`config.mk`:
```
export PLATFORM = sky130hd
export DESIGN_NAME = seq_mac
export DESIGN_NICKNAME = d
export VERILOG_FILES = /design/src/rtl/seq_mac_pkg.sv /design/src/rtl/seq_mac_ctrl.sv /design/src/rtl/seq_mac.sv
export SDC_FILE = /design/constraint.sdc
export NUM_CORES = 1
export LEC_CHECK = 0
export BUFFER_PORTS_ARGS = -buffer_cell sky130_fd_sc_hd__clkbuf_2
export CORE_UTILIZATION = 60
export DETAILED_ROUTE_END_ITERATION = 6
export PLACE_DENSITY = 0.87
export SKIP_CTS_REPAIR_TIMING = 1
export SYNTH_ARGS = -nofsm -noshare
export SYNTH_HDL_FRONTEND = slang
export SYNTH_SLANG_ARGS = --single-unit
```
`constraint.sdc`:
```
create_clock -name clk -period 5.7 [get_ports clk]
set_clock_uncertainty 0.1 [all_clocks]
set_input_delay 1.14 -clock clk [delete_from_list [all_inputs] [get_ports clk]]
set_output_delay 1.14 -clock clk [all_outputs]
set_load 0.01 [all_outputs]
```
`src/rtl/seq_mac_pkg.sv`:
```
// Shared definitions for the seq_mac shift-add multiply-accumulate unit:
// FSM state encodings and default operand/accumulator widths.
package seq_mac_pkg;

  localparam int DEF_WIDTH = 8;
  localparam int DEF_ACC_W = 16;

  typedef enum logic [1:0] {
    ST_IDLE = 2'b00,
    ST_MUL  = 2'b01,
    ST_ACC  = 2'b10
  } state_t;

endpackage

```
`src/rtl/seq_mac_ctrl.sv`:
```
// Control FSM for seq_mac: sequences IDLE -> MUL (WIDTH cycles) -> ACC and
// generates the registered busy/done handshake plus datapath strobes.
module seq_mac_ctrl
  import seq_mac_pkg::*;
#(
  parameter int WIDTH = DEF_WIDTH
) (
  input  logic clk,
  input  logic rst_n,
  input  logic start,
  output logic busy,
  output logic done,
  output logic ld,
  output logic mul,
  output logic acc_en
);

  localparam int CNT_W = $clog2(WIDTH + 1);

  state_t           state_r;
  logic [CNT_W-1:0] cnt_r;
  logic             busy_r;
  logic             done_r;

  // FSM, cycle counter and handshake outputs in one registered process
  always_ff @(posedge clk or negedge rst_n) begin
    if (!rst_n) begin
      state_r <= ST_IDLE;
      cnt_r   <= {CNT_W{1'b0}};
      busy_r  <= 1'b0;
      done_r  <= 1'b0;
    end else begin
      case (state_r)
        ST_IDLE: begin
          done_r <= 1'b0;
          if (start) begin
            state_r <= ST_MUL;
            cnt_r   <= {CNT_W{1'b0}};
            busy_r  <= 1'b1;
          end
        end
        ST_MUL: begin
          cnt_r <= cnt_r + CNT_W'(1);
          if (cnt_r == CNT_W'(WIDTH - 1)) begin
            state_r <= ST_ACC;
          end
        end
        ST_ACC: begin
          state_r <= ST_IDLE;
          busy_r  <= 1'b0;
          done_r  <= 1'b1;
        end
        default: begin
          state_r <= ST_IDLE;
          cnt_r   <= {CNT_W{1'b0}};
          busy_r  <= 1'b0;
          done_r  <= 1'b0;
        end
      endcase
    end
  end

  // Start is only honoured in IDLE, so a start while busy never reloads operands
  assign ld     = (state_r == ST_IDLE) && start;
  assign mul    = (state_r == ST_MUL);
  assign acc_en = (state_r == ST_ACC);
  assign busy   = busy_r;
  assign done   = done_r;

endmodule

```
`src/rtl/seq_mac.sv`:
```
// seq_mac: iterative unsigned WIDTH x WIDTH shift-add multiplier feeding an
// ACC_W accumulator with sticky overflow. Define SEQ_MAC_SAT_EN to saturate.
module seq_mac
  import seq_mac_pkg::*;
#(
  parameter int WIDTH = DEF_WIDTH,
  parameter int ACC_W = DEF_ACC_W
) (
  input  logic             clk,
  input  logic             rst_n,
  input  logic             start,
  input  logic             clear,
  input  logic [WIDTH-1:0] a,
  input  logic [WIDTH-1:0] b,
  output logic             busy,
  output logic             done,
  output logic [ACC_W-1:0] acc,
  output logic             ovf
);

  logic             ld_s;
  logic             mul_s;
  logic             acc_en_s;
  logic [ACC_W-1:0] mcand_r;
  logic [WIDTH-1:0] mplr_r;
  logic [ACC_W-1:0] prod_r;
  logic [ACC_W-1:0] acc_r;
  logic             ovf_r;
  logic [ACC_W:0]   sum_s;

  seq_mac_ctrl #(
    .WIDTH (WIDTH)
  ) u_ctrl (
    .clk    (clk),
    .rst_n  (rst_n),
    .start  (start),
    .busy   (busy),
    .done   (done),
    .ld     (ld_s),
    .mul    (mul_s),
    .acc_en (acc_en_s)
  );

  // Shift-add product: one multiplier bit consumed per MUL cycle
  always_ff @(posedge clk or negedge rst_n) begin
    if (!rst_n) begin
      mcand_r <= {ACC_W{1'b0}};
      mplr_r  <= {WIDTH{1'b0}};
      prod_r  <= {ACC_W{1'b0}};
    end else if (ld_s) begin
      mcand_r <= {{(ACC_W - WIDTH){1'b0}}, a};
      mplr_r  <= b;
      prod_r  <= {ACC_W{1'b0}};
    end else if (mul_s) begin
      if (mplr_r[0]) begin
        prod_r <= prod_r + mcand_r;
      end
      mcand_r <= mcand_r << 1;
      mplr_r  <= mplr_r >> 1;
    end
  end

  // Extra top bit carries the accumulate overflow
  always_comb begin
    sum_s = {1'b0, acc_r} + {1'b0, prod_r};
  end

  // Accumulator and sticky overflow; clear overrides a same-cycle accumulate
  always_ff @(posedge clk or negedge rst_n) begin
    if (!rst_n) begin
      acc_r <= {ACC_W{1'b0}};
      ovf_r <= 1'b0;
    end else if (clear) begin
      acc_r <= {ACC_W{1'b0}};
      ovf_r <= 1'b0;
    end else if (acc_en_s) begin
      if (sum_s[ACC_W]) begin
`ifdef SEQ_MAC_SAT_EN
        acc_r <= {ACC_W{1'b1}};
`else
        acc_r <= sum_s[ACC_W-1:0];
`endif
        ovf_r <= 1'b1;
      end else begin
        acc_r <= sum_s[ACC_W-1:0];
      end
    end
  end

  assign acc = acc_r;
  assign ovf = ovf_r;

endmodule

```
==> impl_metrics.json, run 1 <==
{
  "outcome": "finished with violations",
  "failed_checks": "design-rule violations",
  "synthFlopType": "dfrtp_1",
  "htreeDepth": 3,
  "yosysUniqueCellTypes": 55,
  "overflow": 0,
  "critPathArrivalTime_ps": 2820,
  "grt_setup_unrepaired": "no",
  "synth_seq_cells": 65,
  "fmax_mhz": 378,
  "seq_area_frac_synth_pct": 39.5,
  "numPortBuffers": 38,
  "dieArea_sq_um": 7190,
  "powerDensity_nw_per_um2": 432,
  "cts_buffer_depth": 2,
  "holdPathEnd": "u_ctrl.done",
  "core_area_sq_um": 6490,
  "syn_area_per_cell_sq_um": 9.10,
  "crit_type": "flop to flop",
  "drtAntennaViolNets": 0,
  "finalCritPeriodShare_pct": 46.4,
  "die_h_microns": 84.8,
  "grt_first_pass_wirelength_microns": 15000,
  "cts_tree": "yes",
  "synth_edf_count": 0,
  "grtUsageTotal_pct": 26.9,
  "nets": 534,
  "r2r-end": "prod_r[14]",
  "hold_depth": 1,
  "initialDrtViolationCount": 180,
  "crit_family": "simple AND/OR/NAND/NOR gates",
  "async_flop_share_pct": 100,
  "place_congestion": 0.920,
  "antenna_found_initial": 0,
  "ys_warn_count": 0,
  "cp.required_ps": 5870,
  "cp_max_fo": 24,
  "insertedDiodeCount": 0,
  "path_buf_inv": 0,
  "setup_viol_count_final": 0,
  "min_from": "u_ctrl.done",
  "clkLatencyLatePin_ps": 350,
  "drv_slew": 0,
  "wire_per_inst_microns": 15.9,
  "drt-pass1-iter-count": 7,
  "fin_setup_tns_ps": 0,
  "drc": 1,
  "slew_headroom_pct": 31.3,
  "crit_chain": "nor2b_1 > nand2_1 > nor3b_1 > mux2i_1 > nand3_1",
  "maxCapViolCount": 0,
  "dieWidth_microns": 84.8,
  "vias": 3521,
  "cts_buffers": 9,
  "grt_pass1_vias": 3425,
  "start_util_pct": 63.3,
  "worstReg2RegStart": "u_ctrl.state_r[0]",
  "row_count": 29,
  "period_needed_ps": 2640,
  "pre_cts_ws_ps": 2960,
  "drt_wl_total_microns": 8940,
  "leakage_uw": 0.00215,
  "hpwl_microns": 6730,
  "tightestPinTransition_ps": 1030,
  "cp_slowest_cell": "dfrtp_1",
  "critPathLaunch": "u_ctrl.state_r[0]",
  "cp-end-kind": "flop",
  "clock_sinks": 65,
  "io_pins": 39,
  "drive_gt1_share_pct": 12.8,
  "synth.cell_area_sq_um": 4110,
  "grt_max_degree": 66,
  "cp-start-kind": "flop",
  "reg2reg_depth": 5,
  "area_growth_pct": 9.55,
  "final_common_cell": "dfrtp_1",
  "reg2reg_slack_ps": 3060,
  "syn_inst": 452,
  "vdd_drop_max_mv": 0.240,
  "hold_class": "flop to flop",
  "mostFrequentLayoutCells": "dfrtp_1, nand2_1, o21ai_0, clkbuf_2, ha_1",
  "hold_viol": 0,
  "routed_via_density": 6.27,
  "syn_nets": 506,
  "fin_ws_ps": 3060,
  "cts_root_buf": "clkbuf_8",
  "clkTransAtPathRegs_ps": 70,
  "cpPeakStageDelay_ps": 790
}
==> cells in the mapped netlist, types with 2 or more instances <==
master | instances | area share [%]
a22oi_1 | 16 | 2.9
o221ai_1 | 3 | 0.64
a21o_1 | 8 | 1.5
o21bai_1 | 2 | 0.36
xor2_1 | 13 | 2.8
dfrtp_1 | 65 | 40
o311ai_0 | 2 | 0.43
o31ai_1 | 3 | 0.55
nand3_1 | 10 | 1.2
a21oi_1 | 27 | 3.3
a22o_1 | 15 | 3.2
nor2_1 | 13 | 1.2
a31oi_1 | 3 | 0.46
nand4_1 | 7 | 1.1
o21a_1 | 2 | 0.36
a211oi_1 | 3 | 0.55
o211a_1 | 2 | 0.49
nor3b_1 | 3 | 0.55
a41o_1 | 2 | 0.49
o22ai_1 | 2 | 0.30
fa_1 | 2 | 0.97
nor3_1 | 8 | 0.97
ha_1 | 32 | 9.7
xnor2_1 | 12 | 2.6
a221o_1 | 2 | 0.49
or2_2 | 2 | 0.30
and2_1 | 3 | 0.46
inv_1 | 15 | 1.4
nand2b_1 | 3 | 0.46
o21ai_0 | 54 | 6.6
clkbuf_1 | 22 | 2.0
nand2_1 | 63 | 5.8
o211ai_1 | 3 | 0.55
nor2b_1 | 8 | 1.2
and3_1 | 2 | 0.30
==> how the worst max path moves through the flow <==
stage / to / slack, ps / cells past startpoint
6_report: prod_r[14] / 3060 / 5
3_3_place_gp: prod_r[15] / 3020 / 6
3_5_place_dp: prod_r[15] / 2960 / 6
2_1_floorplan: prod_r[15] / 3230 / 8
4_1_cts: prod_r[14] / 3070 / 5
5_1_grt: prod_r[14] / 2800 / 5
==> state kept, by name, indices dropped and copies added, names as in the netlist <==
register	flops
ovf	1
mcand_r	16
prod_r	16
u_ctrl.cnt_r	4
u_ctrl.state_r	2
acc	16
mplr_r	8
u_ctrl.busy	1
u_ctrl.done	1
==> layout make-up <==
| type | instances | area [sq um] |
|---|---|---|
| multi-input cells | 348 | 2330 |
| fillers | 518 | 1990 |
| flip-flops and latches | 65 | 1630 |
| repair buffers | 41 | 213 |
| clock buffers | 12 | 155 |
| well taps | 77 | 96.3 |
| inverters | 15 | 56.3 |
| clock inverters | 4 | 27.5 |
==> through the flow <==
step / total power [uW] / utilization [%] / area [sq um] / std cells / hold slack, ps
5_1_grt: 2100 / 69.4 / 4510 / 562 / 414
2_1_floorplan: 1390 / - / 4110 / 452 / 351
3_3_place_gp: 1540 / 66.6 / 4320 / 546 / 371
4_1_cts: 1940 / 69.4 / 4510 / 562 / 385
3_5_place_dp: 1580 / 66.6 / 4320 / 546 / 369
6_report: 1950 / 69.4 / 4510 / 562 / 380
==> power breakdown <==
group / leakage [uW] / switching (uW) / internal, uW
registers: 0.000868 / 150 / 596
logic: 0.00120 / 491 / 350
clock network: 0.0000846 / 179 / 181
total: 0.00215 / 820 / 1130
==> kinds of logic (layout without fill, tap and decap cells) <==
group                      Yosys count  after routing  synth area share [%]
and+or+nand+nor                    129            129                  14.9
adders and majority gates           34             34                  10.7
muxes                                1              1                 0.243
xor gates and xnor gates            25             25                  5.32
buffers and inverters               39             72                  3.77
DFF                                 65             65                  39.5
AOI/OAI and AO/OA                  159            159                  25.5
==> routing by layer <==
layer  global-route usage, %  share of wire (%)  up-vias
li1                        -                  -     1719
met1                    33.4                 44     1669
met2                    44.5                 49      106
met5                       0                  0        -
met3                    4.42                4.2       27
met4                    15.3                2.9        0
==> worst register-to-register path, cell delays in order (launching register included) <==
cell and delay [ps]:
dfrtp_1 790, nor2b_1 700, nand2_1 470, nor3b_1 300
mux2i_1 100, nand3_1 110
Note: power is estimated with default switching activity, not from simulation.
==> run 2, diff against run 1 <==
ABC_AREA = 1   (was unset)
PLACE_DENSITY = 0.86   (was 0.87)
clock period = 2.55 ns   (was 5.7 ns; I/O delays follow)
==> run 2 against run 1 <==
Net effect: the flow now finishes without violations; routed wire length increased by 8.2%; area after synthesis rose by 7.4%; count of clock-buffer cells in the layout down 2; sequential cell count is the same; non-clock buffer count shrank 1; cell area grew 8.7%; critical path depth up 5; die area up 7.3%; utilization up 1.2 points; synthesized cell count increased by 38%; final cell count increased by 37%; critical endpoint unchanged; largest cell class unchanged.
==> impl_metrics.json, run 2 <==
{
  "outcome": "finished clean",
  "seq_area_frac_synth_pct": 36.8,
  "cp.required_ps": 2690,
  "grtUsageTotal_pct": 28.5,
  "clock_power_share_pct": 21.8,
  "whs_ps": 54.3,
  "r2r-end": "prod_r[14]",
  "yosysUniqueCellTypes": 35,
  "p_sw_uw": 1780,
  "htreeDepth": 3,
  "hold_viol": 0,
  "overflow": 0,
  "clkLatencyLatePin_ps": 360,
  "grt_max_degree": 66,
  "async_flop_share_pct": 100,
  "n_fill_cell": 565,
  "final-seq-area_sq_um": 1630,
  "grt_pass1_vias": 3857,
  "combPwrFrac_pct": 41.1,
  "initialDrtViolationCount": 233,
  "synth_fa_ha_area_share_pct": 9.97,
  "synthFlopType": "dfrtp_1",
  "leakage_uw": 0.00286,
  "grt_first_pass_wirelength_microns": 16900,
  "powerDensity_nw_per_um2": 860,
  "sw_frac_of_total_pct": 42.3,
  "place_congestion": 0.915,
  "yosysMostFrequentCell": "nand2_1",
  "synthSimpleGateAreaFrac_pct": 32.5,
  "cp-end-kind": "flop",
  "hold_class": "input pin to asynchronous set/reset pin",
  "start_util_pct": 63.6,
  "setup_viol_count_final": 0,
  "reg2reg_depth": 10,
  "critPathArrivalTime_ps": 2130,
  "slew_headroom_pct": 72.1,
  "syn_nets": 680,
  "synth.cell_area_sq_um": 4420,
  "row_count": 30,
  "multi_input_area_sq_um": 2340,
  "syn_area_per_cell_sq_um": 7.06,
  "nets": 722,
  "insertedDiodeCount": 0,
  "core_area_sq_um": 6940,
  "crit_type": "flop to flop",
  "cts_root_buf": "clkbuf_8",
  "wire_per_inst_microns": 12.6,
  "cts_buffer_depth": 2,
  "synth.largest_area_cell": "dfrtp_1",
  "synth_top_family_by_area": "simple AND/OR/NAND/NOR gates",
  "share_seq_of_total_power_pct": 37.2,
  "antenna_found_initial": 0,
  "dieArea_sq_um": 7710,
  "grt_setup_unrepaired": "no",
  "fmax_mhz": 503,
  "ys_warn_count": 0,
  "drc": 0,
  "cp_max_fo": 4,
  "fin_setup_tns_ps": 0,
  "clock_sinks": 65,
  "syn_inst": 626,
  "period_needed_ps": 1990,
  "io_pins": 39,
  "internal-power_uw": 2430,
  "mostFrequentLayoutCells": "nand2_1, inv_1, dfrtp_1, nand3_1, clkbuf_2",
  "numPortBuffers": 38,
  "synth_seq_cells": 65,
  "drtAntennaViolNets": 0,
  "drv_slew": 0,
  "clkTransAtPathRegs_ps": 80,
  "synth_xor_area_share_pct": 1.19,
  "synth_area_leaders": "dfrtp_1, nand2_1, ha_1, inv_1, nand3_1",
  "final_common_cell": "nand2_1",
  "die_h_microns": 87.8,
  "drt_wl_total_microns": 9680,
  "synth_commonest_cells": "nand2_1, inv_1, dfrtp_1",
  "yosysTopAreaCellShare_pct": 36.8,
  "cts_buffers": 9,
  "routed_via_density": 5.30,
  "synth_edf_count": 0,
  "cts_tree": "yes",
  "finalCritPeriodShare_pct": 78.0,
  "drive_gt1_share_pct": 12.6,
  "synth_compound_area_share_pct": 9.37,
  "drt-pass1-iter-count": 6,
  "reg2reg_slack_ps": 560,
  "tightestPinTransition_ps": 418,
  "vdd_drop_max_mv": 0.445,
  "hpwl_microns": 7310,
  "synthMuxAreaShare_pct": 0,
  "vias": 4073,
  "area_growth_pct": 10.8,
  "worstReg2RegStart": "prod_r[0]",
  "cp-start-kind": "flop",
  "dieWidth_microns": 87.8,
  "maxCapViolCount": 0
}
[run 2: power by group through the flow]
stage	Clock, uW	Combinational (uW)	Sequential (uW)
after detailed placement	0	1690	1570
after global routing	975	1990	1600
after floorplan	0	1390	1500
final	916	1730	1570
after global placement	0	1620	1560
after CTS	923	1710	1560
[run 2: how the worst max path moves through the flow]
| stage | startpoint | end | cells past startpoint |
|---|---|---|---|
| final | prod_r[0] | prod_r[14] | 10 |
| after global routing | prod_r[0] | prod_r[10] | 10 |
| after CTS | prod_r[0] | prod_r[10] | 10 |
| after detailed placement | prod_r[0] | prod_r[14] | 10 |
| after global placement | prod_r[0] | prod_r[14] | 10 |
| after floorplan | prod_r[0] | prod_r[14] | 10 |
[run 2: cells by family after synthesis]
| logic type | count (synthesis) |
|---|---|
| AND/OR/NAND/NOR | 341 |
| AO/OA/AOI/OAI | 68 |
| XOR/XNOR | 6 |
| flip-flops | 65 |
| buffers and inverters | 112 |
| adder cells (fa/ha/maj) | 34 |
[run 2: metal layers]
layer  part of all wire [%]  vias up  global-route usage [%]
li1                       -     2077                       -
met1                     45     1845                    35.5
met2                     47      126                    48.7
met3                    5.9       25                    5.28
met4                    2.2        0                    11.9
met5                      0        -                       0
[run 2: through the flow]
stage	utilization [%]	total power, uW	setup slack, ps	instances	area (sq um)
2_1_floorplan	-	2890	788	626	4420
3_3_place_gp	67.6	3180	687	753	4690
3_5_place_dp	67.6	3270	605	753	4690
4_1_cts	70.5	4190	578	769	4900
5_1_grt	70.5	4560	402	769	4900
6_report	70.5	4210	561	769	4900
[run 2: cell type report]
cell class	count	share of cell area [%]
Tap cell	96	2.45
Timing Repair Buffer	40	4.45
Multi-Input combinational cell	449	47.8
Inverter	103	7.89
Clock buffer	10	2.81
Sequential cell	65	33.2
Clock inverter	6	1.35
[run 2: critical path, cell delays in order (launching register included)]
cell and delay (ps):
dfrtp_1 420, ha_1 240, fa_1 390, nand2_1 150, nand2_1 80, nand3b_1 80
nand2_1 100, nand2_1 100, nand3_1 80, nand3_1 90, nand2_1 50
==> run 3, diff against run 2 <==
clock period = 2.02 ns   (was 2.55 ns; I/O delays follow)
==> run 3 against run 2 <==
Net effect: via count grew 1.8%; non-clock buffer count grew 4; critical path depth grew 2; fmax grew 1.7%; sequential cell count is the same; register-to-register slack lost 500 ps; hold slack gained 100 ps; final cell count grew 0.52%; critical path type unchanged.
==> impl_metrics.json, run 3 (synthesis gave the netlist of run 2 again) <==
{
  "tightestPinTransition_ps": 423,
  "dieWidth_microns": 87.8,
  "final_core_util_pct": 71.2,
  "clkLatencyLatePin_ps": 350,
  "core_area_sq_um": 6940,
  "overflow": 0,
  "grt_max_degree": 53,
  "mostFrequentLayoutCells": "nand2_1, inv_1, dfrtp_1, nand3_1, clkbuf_2",
  "period_needed_ps": 1960,
  "dieArea_sq_um": 7710,
  "routed_via_density": 5.36,
  "drt-pass1-iter-count": 5,
  "final_common_cell": "nand2_1",
  "cp-start-kind": "flop",
  "cts_buffers": 9,
  "initialDrtViolationCount": 237,
  "reg2reg_slack_ps": 60,
  "place_area_sq_um": 4710,
  "drtAntennaViolNets": 0,
  "place_congestion": 0.895,
  "clkTransAtPathRegs_ps": 70,
  "insertedDiodeCount": 0,
  "clock_sinks": 65,
  "io_pins": 39,
  "row_count": 30,
  "drive_gt1_share_pct": 13.7,
  "whs_ps": 158,
  "slew_headroom_pct": 71.7,
  "critPathArrivalTime_ps": 2140,
  "fmax_mhz": 511,
  "drv_slew": 0,
  "area_growth_pct": 11.9,
  "crit_type": "flop to flop",
  "cpPeakStageDelay_ps": 410,
  "cp_slowest_cell": "dfrtp_1",
  "grt_first_pass_wirelength_microns": 17200,
  "wire_per_inst_microns": 12.9,
  "antenna_found_initial": 0,
  "nets": 726,
  "hold_viol": 0,
  "outcome": "finished clean",
  "cp_max_fo": 3,
  "die_h_microns": 87.8,
  "hold_class": "input pin to flop",
  "cp.required_ps": 2210,
  "placed_cells": 755,
  "leakage_uw": 0.00289,
  "instances_no_fill": 773,
  "cts_tree": "yes",
  "grt_pass1_vias": 3950,
  "powerDensity_nw_per_um2": 1080,
  "hpwl_microns": 7580,
  "vias": 4145,
  "setup_viol_count_final": 0,
  "htreeDepth": 3,
  "cp-end-kind": "flop",
  "vdd_drop_max_mv": 0.796,
  "maxCapViolCount": 0,
  "finalCritPeriodShare_pct": 96.8,
  "grtUsageTotal_pct": 29.2,
  "drc": 0,
  "final_cell_area_sq_um": 4940,
  "crit_chain": "ha_2 > inv_1 > fa_1 > inv_1 > nand3_1 > nand3_2 > nand2_1 > nand3_1 > nand2_1 > nand2_1 > nand2_1 > nand2_1",
  "numPortBuffers": 38,
  "start_util_pct": 63.6,
  "fin_setup_tns_ps": 0,
  "cpMostUsedCell": "nand2_1",
  "drt_wl_total_microns": 9980,
  "cts_root_buf": "clkbuf_8",
  "cts_buffer_depth": 2
}
==> run 3: changes by cell type in the layout (fill, tap and decap cells not counted), sizes merged <==
| cell | delta |
|---|---|
| dlygate4sd3 | +1 |
| buf | +3 |
==> run 3: power by group <==
group          leakage (uW)  total [uW]  switching [uW]  internal, uW
Combinational       0.00192        2220            1400           817
Sequential         0.000868        1970             312          1660
Clock             0.0000949        1140             539           605
Total               0.00289        5330            2250          3080
==> run 3: worst paths after layout <==
check | startpoint | end | cells after the start
min reg2reg | u_ctrl.busy | u_ctrl.busy | 2
max reg2reg | prod_r[0] | ovf | 12
min in group asynchronous | rst_n | acc[5] | 2
min | a[6] | mcand_r[6] | 3
max in group asynchronous | rst_n | mcand_r[15] | 3
max | prod_r[0] | ovf | 12
==> run 3: critical path: cells and delay by family, from the launching register on <==
family                   cells  cell delay (ps)
AND/OR/NAND/NOR              8              660
flip-flops                   1              410
buffers and inverters        2              150
adder cells (fa/ha/maj)      2              590
==> run 3: final cells by class <==
cell class                 count  area (sq um)
fill                         550          2000
multi-input combinational    449          2360
timing repair buffer          44           250
clock buffer                  10           138
sequential                    65          1630
inverter                     103           387
clock inverter                 6          66.3
tap                           96           120
==> run 3: stage by stage <==
stage               setup WS [ps]  power (uW)
floorplan                     258        3650
global route                -48.7        5750
finish                       64.7        5330
CTS                          42.4        5320
global placement              156        4030
detailed placement           68.0        4160
==> run 3: routing by layer <==
| metal | part of all wire, % | wire [microns] | GRT usage (%) | up-vias |
|---|---|---|---|---|
| met5 | 0 | 0 | 0 | - |
| li1 | - | - | - | 2082 |
| met3 | 5.4 | 534 | 6.03 | 30 |
| met4 | 2.5 | 249 | 13.7 | 0 |
| met1 | 44 | 4390 | 36.4 | 1889 |
| met2 | 48 | 4800 | 48.6 | 144 |
